**src/rtl/nor_share_arbiter.sv**
```systemverilog
`default_nettype none
// ============================================================================
//  Module      : nor_share_arbiter
//  Description : Four requesters share one 2-input NOR evaluator. A round-
//                robin arbiter grants one requester, the NOR result is
//                captured one cycle later, and the grant is retired after a
//                further cycle. Gives at most one evaluation every 3 cycles.
//  Revision    : 1.0 - initial release
// ============================================================================
module nor_share_arbiter (
  input  logic       clk,
  input  logic       rst,
  input  logic [3:0] req,
  input  logic [3:0] a,
  input  logic [3:0] b,
  output logic [3:0] gnt,
  output logic [3:0] done,
  output logic       y,
  output logic       busy,
  output logic [7:0] op_count
);

  typedef enum logic [1:0] {
    S_IDLE  = 2'd0,
    S_GRANT = 2'd1,
    S_DONE  = 2'd2
  } state_t;

  localparam logic [3:0] C_ONE = 4'b0001;

  state_t     state_q;
  logic [1:0] ptr_q;
  logic [1:0] win_q;
  logic [3:0] gnt_q;
  logic [3:0] done_q;
  logic       y_q;
  logic [7:0] cnt_q;

  logic [1:0] win_d;
  logic [1:0] idx_d;

  // Round-robin pick: the lowest offset from ptr with an active request wins.
  // Scanning from the highest offset down lets the closest requester overwrite.
  always_comb begin
    win_d = ptr_q;
    idx_d = ptr_q;
    for (int k = 3; k >= 0; k--) begin
      idx_d = ptr_q + 2'(k);
      if (req[idx_d]) begin
        win_d = idx_d;
      end
    end
  end

  // Arbitration / evaluation FSM; every output is held in a register here.
  always_ff @(posedge clk) begin
    if (rst) begin
      state_q <= S_IDLE;
      ptr_q   <= 2'd0;
      win_q   <= 2'd0;
      gnt_q   <= 4'b0000;
      done_q  <= 4'b0000;
      y_q     <= 1'b0;
      cnt_q   <= 8'd0;
    end else begin
      case (state_q)
        S_IDLE: begin
          if (|req) begin
            win_q   <= win_d;
            gnt_q   <= C_ONE << win_d;
            state_q <= S_GRANT;
          end else begin
            gnt_q <= 4'b0000;
          end
        end
        S_GRANT: begin
          // Operands are sampled only here; the grant is committed even if
          // the requester has already dropped req.
          y_q     <= ~(a[win_q] | b[win_q]);
          done_q  <= C_ONE << win_q;
          state_q <= S_DONE;
        end
        S_DONE: begin
          done_q  <= 4'b0000;
          gnt_q   <= 4'b0000;
          ptr_q   <= win_q + 2'd1;
          cnt_q   <= cnt_q + 8'd1;
          state_q <= S_IDLE;
        end
        default: begin
          done_q  <= 4'b0000;
          gnt_q   <= 4'b0000;
          state_q <= S_IDLE;
        end
      endcase
    end
  end

  // Outputs are straight register copies; busy decodes the state register.
  assign gnt      = gnt_q;
  assign done     = done_q;
  assign y        = y_q;
  assign op_count = cnt_q;
  assign busy     = (state_q != S_IDLE);

endmodule
`default_nettype wire
```
**config.mk**
```make
export PLATFORM = sky130hd
export DESIGN_NAME = nor_share_arbiter
export DESIGN_NICKNAME = d
export VERILOG_FILES = /design/src/rtl/nor_share_arbiter.sv
export SDC_FILE = /design/constraint.sdc
export NUM_CORES = 1
export LEC_CHECK = 0
export CORE_MARGIN = 8
export CORE_UTILIZATION = 35
export CTS_CLUSTER_DIAMETER = 150
export DETAILED_ROUTE_END_ITERATION = 16
export PLACE_DENSITY = 0.63
export SLEW_MARGIN = 5
export SYNTH_ARGS = -nofsm -noshare
export SYNTH_HDL_FRONTEND = slang
export SYNTH_SLANG_ARGS = --single-unit
```
**constraint.sdc**
```tcl
create_clock -name clk -period 3.1 [get_ports clk]
set_input_delay 0.775 -clock clk [delete_from_list [all_inputs] [get_ports clk]]
set_output_delay 0.775 -clock clk [all_outputs]
set_load 0.01 [all_outputs]
```
==> results of run 1 <==
final cells by class:
class                           instances  share of cell area
Multi-Input combinational cell         85              0.4059
Sequential cell                        23              0.3192
Timing Repair Buffer                   32              0.2203
Tap cell                               33             0.02862
Clock buffer                            4             0.01821
Inverter                                3            0.007806
kinds of logic after synthesis:
group,count (synthesis)
AND/OR/NAND/NOR,45
buffers and inverters,8
flip-flops,23
multiplexers,7
AO/OA/AOI/OAI,21
adder cells (fa/ha/maj),5
XOR/XNOR,7
metrics by stage:
stage               setup slack, ns  std cells  total power (uW)
floorplan                     1.327        116             388.0
global placement             0.7038        176             434.4
detailed placement           0.6437        176             435.6
CTS                          0.7321        180             576.0
global route                 0.6734        180             602.0
finish                       0.7530        180             567.5
state kept, by name (all words and copies together), names as in the netlist:
name / flops
op_count: 8
y: 1
state_q: 2
done: 4
gnt: 4
ptr_q: 2
win_q: 2
worst paths after layout:
| kind | from | slack (ns) | end | cells past startpoint |
|---|---|---|---|---|
| max | state_q[0] | 0.75 | busy | 2 |
| min | gnt[1] | 0.49 | gnt[1] | 1 |
| max reg2reg | state_q[0] | 1.57 | win_q[0] | 4 |
| min reg2reg | gnt[1] | 0.49 | gnt[1] | 1 |
power by group through the flow:
stage | combinational (uW) | sequential (uW) | clock, uW
after global routing | 116 | 326 | 160
after global placement | 104 | 330 | 0
final | 105 | 324 | 139
after CTS | 106 | 324 | 146
after detailed placement | 105 | 330 | 0
after floorplan | 61.4 | 327 | 0
worst register-to-register path, stage by stage, from the launching register on:
cell     delay, ns
dfxtp_1       0.42
or2_4         0.31
or2_4         0.26
o41ai_1       0.34
nor2b_1       0.15
layout by cell type, fill, tap and decap left out:
cell	synthesis	routed
a21o_1	1	1
nor2_1	14	14
clkbuf_4	0	3
ha_1	5	5
clkbuf_1	2	1
or4_1	1	1
a21oi_1	4	4
and3_1	2	2
a2bb2oi_1	1	1
o21a_1	1	1
inv_1	3	3
o21bai_1	2	2
buf_4	0	1
nor3_1	8	8
nand2_1	3	3
xor2_1	6	6
nor3b_1	1	1
or2_2	1	1
dfxtp_1	23	23
clkdlybuf4s50_1	0	31
or2_4	2	2
and2b_2	1	1
nand2b_1	4	4
o211ai_1	1	1
or3_1	1	1
nor4_1	1	1
a211oi_1	2	2
nor2b_1	2	2
a21boi_0	1	1
mux2i_1	7	7
nand4_1	4	4
o41ai_1	1	1
a32o_1	4	4
xnor2_1	1	1
o21ai_0	3	3
per-layer routing:
metal,GRT usage,part of all wire,vias up
met2,0.1751,0.49,22
met4,0.03401,0.0040,0
met3,0.05021,0.075,2
li1,-,-,476
met1,0.1045,0.43,432
met5,0,0,-
==> results.txt, run 1 <==
* Status: finished clean
- Yosys mapped a number of flops with a built-in enable equal to 0.
- After synthesis, the most frequently instantiated cells are dfxtp_1, nor2_1, nor3_1.
- Count of final max-slew check failures: 0
- Vias per std cell: 5.178
* Warnings from Yosys: 0
- The final layout contains 167 nets.
- Counting distinct cell types in the post-synthesis netlist gives 34.
- Number of setup violations in the final report: 0
- For the pin with the worst max-slew slack, the measured transition is 0.5410 ns.
- Portion of total power attributed to sequential cells: 0.570
* Leading cell types by total area after synthesis: dfxtp_1, mux2i_1, ha_1
* Main combinational cell family by area after synthesis: simple AND/OR/NAND/NOR gates
- Summed over all nets, the switching power comes to 149.2 uW.
* Sequential area share after synthesis: 0.4240
- At the end of routability-driven placement, the weighted congestion stood at 0.8318.
- In this run the worst path has a maximum fanout of 7.
* Hold buffer count at CTS: 0
- The worst setup path is launched from a flop.
- The die is 71.71 um wide.
- Initial antenna violation count: 0
- Top Family by Delay on Critical Path: buffers and inverters
* Clock network fraction of total power: 0.245
* Clk Latency, worst-skew pair: 0.31 ns
- Peak supply drop: 0.2647 mV
- After detailed routing, the average wire length per cell comes to 13.74 um.
* CP Buf/Inv Count: 1
* Site row count: 20
- Netlist area before placement: 0.001086 sq mm
- Data on the critical path arrives at its endpoint at 1.57 ns.
- Across the run, the number of max-cap violations was 0.
* Fraction of final layout cells with drive strength greater than 1: 0.05442
- Resized Gates After CTS: 0
* H-tree level count: 1
* Post-route standard cell area excluding fillers: 0.001443 sq mm
* Leakage power summed over all cells: 0.0005375 uW
- Setup clock skew after layout: 0.01088 ns
* Initial DRC Count: 46
* Synth Area in XOR/XNOR: 0.05645
- Measured against the total synthesized area, the mux share comes to 0.06452.
* Highest clock frequency the design can meet: 426.1 MHz
- Yosys instantiated no cell more often than dfxtp_1.
- Grt ovf: 0
- Number of remaining DRC errors: 0
- Final setup TNS: 0 ns
- Wires add up to 2.474 mm.
* Post-synthesis instance total: 116
- After synthesis, the share of flip-flops with an asynchronous set or reset is 0.
- Combinational share of power: 0.185
- The first global-routing pass estimated 4.215 mm of wire.
- Fin. Hold Viols: 0
- All-Layer GR Usage: 0.1017
- The worst hold path belongs to the class flop to flop.
* Switching share of power: 0.2628
* Worst-path clk slew: 0.11 ns
- STA classifies the critical path endpoint as an output pin.
- Share of synthesized cell area in full adder, half adder and majority cells: 0.05760
- Diodes inserted: 0
- Via count of the first global-routing pass: 939
- The total area inside the core boundary comes to 0.003003 sq mm.
- For the worst setup path, the data required time is 2.32 ns.
* Number of nets produced by synthesis: 135
- After synthesis the netlist holds a flip-flop and latch count of 23.
* Delay of the slowest critical-path stage: 0.53 ns
- Of the total synthesized cell area, the portion taken by AND, OR, NAND and NOR gates is 0.2200.
- Buffer count from post-CTS setup fixing: 0
* Height of the chip: 71.71 um
- Final worst path period share: 0.7571
- Across all layers, the routed design uses 932 vias.
* Max Root-Sink Buffers: 2
- The die covers 0.005142 sq mm.
* Total area of multi-input combinational cells: 585.6 sq um
* Power density normalized to cell area: 393.4 mW/mm^2
* Root buf cell: clkbuf_4
- Predominant post-synthesis flop cell: dfxtp_1
* Register area: 460.4 sq um
* Tmin final: 2.347 ns
- Final ANT Viol Nets: 0
- Compared with the post-synthesis result, the final layout area differs by 32.83%.
- In this run the cell area measured after placement is 0.001416 sq mm.
- For this configuration, the core starts out at a cell density of 0.3617.
- Max-slew headroom at the worst pin: 0.6365
- The first detailed-routing pass ran for 4 iterations.
- The post-synthesis compound-gate area fraction came to 0.1406.
- 32 I/O pins were placed.
- Post-synth top area share: 0.4240
- Num CTS Buffers: 3
- Number of fill cells in the layout: 302
- Worst hold slack: 0.4919 ns
* Clock sinks: 23
- The slowest stage of the critical path is the clkdlybuf4s50_1 cell.
- Detailed placement HPWL: 1.918 mm
- Area leader, netlist: dfxtp_1
- Traced cell by cell, the critical path runs through or2_4, clkdlybuf4s50_1.
* Cell-internal power: 418.4 uW
- Pin count of the biggest net entering global routing: 13
* Classification of the worst setup path: flop to output pin
- Buffers on Ports: 31
- Final cell utilization of the core: 0.4804
- Post-synthesis area per instance: 9.362 sq um
- RSZ-0062 raised after global routing: no
* Clock tree from TritonCTS: built
Power figures use the tool's default switching activity.
==> inputs of run 2 (changes only) <==
--- a/config.mk
+++ b/config.mk
@@ -9,7 +9,7 @@
 export CORE_UTILIZATION = 35
 export CTS_CLUSTER_DIAMETER = 150
 export DETAILED_ROUTE_END_ITERATION = 16
-export PLACE_DENSITY = 0.63
+export PLACE_DENSITY = 0.66
 export SLEW_MARGIN = 5
 export SYNTH_ARGS = -nofsm -noshare
 export SYNTH_HDL_FRONTEND = slang
==> constraint.sdc (replaced) <==
create_clock -name clk -period 1.9 [get_ports clk]
set_input_delay 0.475 -clock clk [delete_from_list [all_inputs] [get_ports clk]]
set_output_delay 0.475 -clock clk [all_outputs]
set_load 0.01 [all_outputs]
==> run 2 against run 1 <==
Global-route usage grew 0.69 points; sequential cell count is the same; largest power group unchanged; cell count grew 5.6%; critical endpoint is now op_count[2]; via count grew 4.3%; clock power grew 58%; clock-buffer cell count shrank 1; utilization grew 2.6 points; power grew 65%; first-iteration DRC count shrank 35%; non-clock buffer count grew 10; final area grew 5.5%; critical path type unchanged.
==> results.txt, run 2 (synthesis gave the netlist of run 1 again) <==
* Diodes inserted: 0 (unchanged)
* Max-slew headroom at the worst pin: 0.6628 (+0.02631)
- The tightest min-delay check is of the flop to flop type.
* Worst setup path endpoint: op_count[2]
* Hold buffer count at CTS: 0 (unchanged)
* Per-cell routed wire length: 14.16 um (+3.0%)
* Final ANT Viol Nets: 0 (unchanged)
* Count of final max-slew check failures: 0 (unchanged)
- Data arrival time of the worst path: 1.30 ns (-0.27 ns)
* Final setup TNS: 0 ns (unchanged)
* Delay of the slowest critical-path stage: 0.57 ns (+0.04 ns)
- The all-layer global routing usage came to 0.1086 (+0.006946).
* Num CTS Buffers: 3 (unchanged)
- Total via count after detailed routing: 972 (+4.3%)
- The cell leakage power was 0.0006019 uW (+12%).
* GR Util met3: 0.04742 (-0.002789)
* Via count of the first global-routing pass: 1039 (+11%)
- Vias per std cell: 5.116 (-1.2%)
* Clk Latency, worst-skew pair: 0.31 ns (about the same)
* Number of remaining DRC errors: 0 (unchanged)
* Startpoint of the lowest-slack hold path: y
- Grt peak-use layer: met2
* CP Data Required Time: 1.42 ns (-0.90 ns)
* Most common cell after layout, fill and taps aside: clkdlybuf4s50_1
- The clock sink total is 23 (unchanged).
* Worst-path clk slew: 0.12 ns (about the same)
- Traced cell by cell, the critical path runs through clkdlybuf4s50_1.
* WP depth: 1 (-1)
- The largest net degree at the start of global routing came to 14 (+1).
- The number of filler instances in the final layout came to 300 (-0.66%).
* Placement-stage cell area: 0.001491 sq mm (+5.3%)
- Total wire length after detailed routing: 2.691 mm (+8.8%)
- For this run, the top clock speed supported by timing is 562.7 MHz.
- The final clock skew was 0.009069 ns (-0.001816 ns).
- R2R Path End: gnt[2]
* Total area of multi-input combinational cells: 585.6 sq um (unchanged)
- Final worst path period share: 0.9354
- Fin. Hold Viols: 0 (unchanged)
* Classification of the worst setup path: flop to output pin
- The sequential cell area is 460.4 sq um (unchanged).
- Die X-Extent: 71.71 um (unchanged)
- The worst setup path is launched from a flop.
- The number of flip-flops under the largest register name is 8 (unchanged).
* Grt ovf: 0 (unchanged)
* Root buf cell: clkbuf_4
- The worst hold slack across all endpoints came to 0.4840 ns (-0.007921 ns).
* Peak supply drop: 0.3310 mV (+25%)
- The total of endpoints with negative setup slack in the final report is 0 (unchanged).
* Fraction of final layout cells with drive strength greater than 1: 0.1210 (+0.06660)
* Layout Nets: 177 (+6.0%)
* Clock tree from TritonCTS: built
* Detailed placement HPWL: 2.210 mm (+15%)
- The met1 track demand over resource in global routing is 0.1071 (+0.002518).
- Top Family by Delay on Critical Path: buffers and inverters
- The global placer's final weighted congestion was 0.7642 (-8.1%).
- Tmin final: 1.777 ns
- The critical path starts at op_count[2].
- Area growth syn-to-layout: 40.09%
* Initial antenna violation count: 0 (unchanged)
- Status: finished clean
* Number of cells traversed by the worst register-to-register path: 4 (unchanged)
* Post-route standard cell area excluding fillers: 0.001521 sq mm (+5.5%)
- The reg-to-reg setup timing slack came to 0.46 ns (-1.11 ns).
- Routing usage on met2: 0.2105 (+0.03543)
* Most frequent cells in the layout: clkdlybuf4s50_1, dfxtp_1, nor2_1, buf_4, nor3_1
* RSZ-0062 raised after global routing: no
- Wire length of the first global-routing pass: 4.554 mm (+8.0%)
- Power density normalized to cell area: 616.5 mW/mm^2 (+57%)
- The number of buffers added on ports is 31 (unchanged).
* Area of the core: 0.003003 sq mm (unchanged)
* Startpoint of the most critical register-to-register path: ptr_q[1]
- H-tree level count: 1 (unchanged)
* Initial DRC Count: 30 (-35%)
* Worst Tran Pin Value: 0.5019 ns (-0.03916 ns)
- Starting Density: 0.3617 (unchanged)
- The chip height came to 71.71 um (unchanged).
- The max-capacitance violation count is 0 (unchanged).
- The floorplan die area is 0.005142 sq mm (unchanged).
- STA classifies the critical path endpoint as an output pin.
- Total iterations of the first detailed-routing run: 4 (unchanged)
* Site row count: 20 (unchanged)
- CP Buf/Inv Count: 1 (unchanged)
- The largest fanout on the critical path came to 5 (-2).
* Max Root-Sink Buffers: 2 (unchanged)
- CP max stage cell: clkdlybuf4s50_1
- The I/O pin count is 32 (unchanged).
[run 2: changes by cell type in the layout (fill, tap and decap cells not counted)]
cell / before / now
buf_4: 1 / 11
clkbuf_1: 1 / 0
clkdlybuf4s50_1: 31 / 30
dlymetal6s2s_1: 0 / 1
clkinv_2: 0 / 1
[run 2: through the flow]
step / power [uW] / utilization / cells / setup WS, ns
floorplan: 633.0 / - / 116 / 0.4273
global placement: 725.3 / 0.4967 / 186 / -0.1294
detailed placement: 733.1 / 0.4967 / 186 / -0.1777
CTS: 958.2 / 0.5058 / 190 / 0.01673
global route: 996.4 / 0.5067 / 190 / 0.03428
finish: 938.0 / 0.5067 / 190 / 0.1227
[run 2: routing by layer]
| layer | part of all wire | wire (um) |
|---|---|---|
| met1 | 0.40 | 1079 |
| met2 | 0.54 | 1442 |
| met3 | 0.063 | 169 |
| met4 | 0 | 0 |
| met5 | 0 | 0 |
[run 2: repair_timing]
item | CTS | global route
setup endpoints to repair | 0 | 1
gates resized for setup | 0 | 1
buffers inserted | 0 | 0
endpoints found under the hold margin | 0 | 0
[run 2: worst min-delay path by stage]
stage	to	slack, ns	depth (start not counted)
CTS	y	0.49	2
detailed placement	gnt[0]	0.46	1
global route	y	0.51	2
finish	y	0.48	2
floorplan	win_q[1]	0.48	2
global placement	gnt[0]	0.46	1
[run 2: final cells by class]
class,instances,area share
Sequential cell,23,0.3026
Timing Repair Buffer,42,0.2599
Multi-Input combinational cell,85,0.3849
Inverter,3,0.007401
Tap cell,33,0.02714
Clock inverter,1,0.003289
Clock buffer,3,0.01480
[run 2: worst register-to-register path: cells and delay by family (launching register included)]
| kind | cells | cell delay [ns] |
|---|---|---|
| AO/OA/AOI/OAI | 2 | 0.35 |
| flip-flops | 1 | 0.45 |
| AND/OR/NAND/NOR | 2 | 0.54 |
[run 2: report_power, final]
group / switching [uW] / internal [uW]
sequential: 18.1 / 503
combinational: 86.7 / 111
clock: 140 / 78.6
==> inputs of run 3 (changes only) <==
--- a/config.mk
+++ b/config.mk
@@ -7,7 +7,7 @@
 export LEC_CHECK = 0
 export CORE_MARGIN = 8
 export CORE_UTILIZATION = 35
-export CTS_CLUSTER_DIAMETER = 150
+export CTS_CLUSTER_DIAMETER = 120
 export DETAILED_ROUTE_END_ITERATION = 16
 export PLACE_DENSITY = 0.66
 export SLEW_MARGIN = 5
==> results of run 3 <==
Final layout, timing and power as in run 2 (identical DEF).
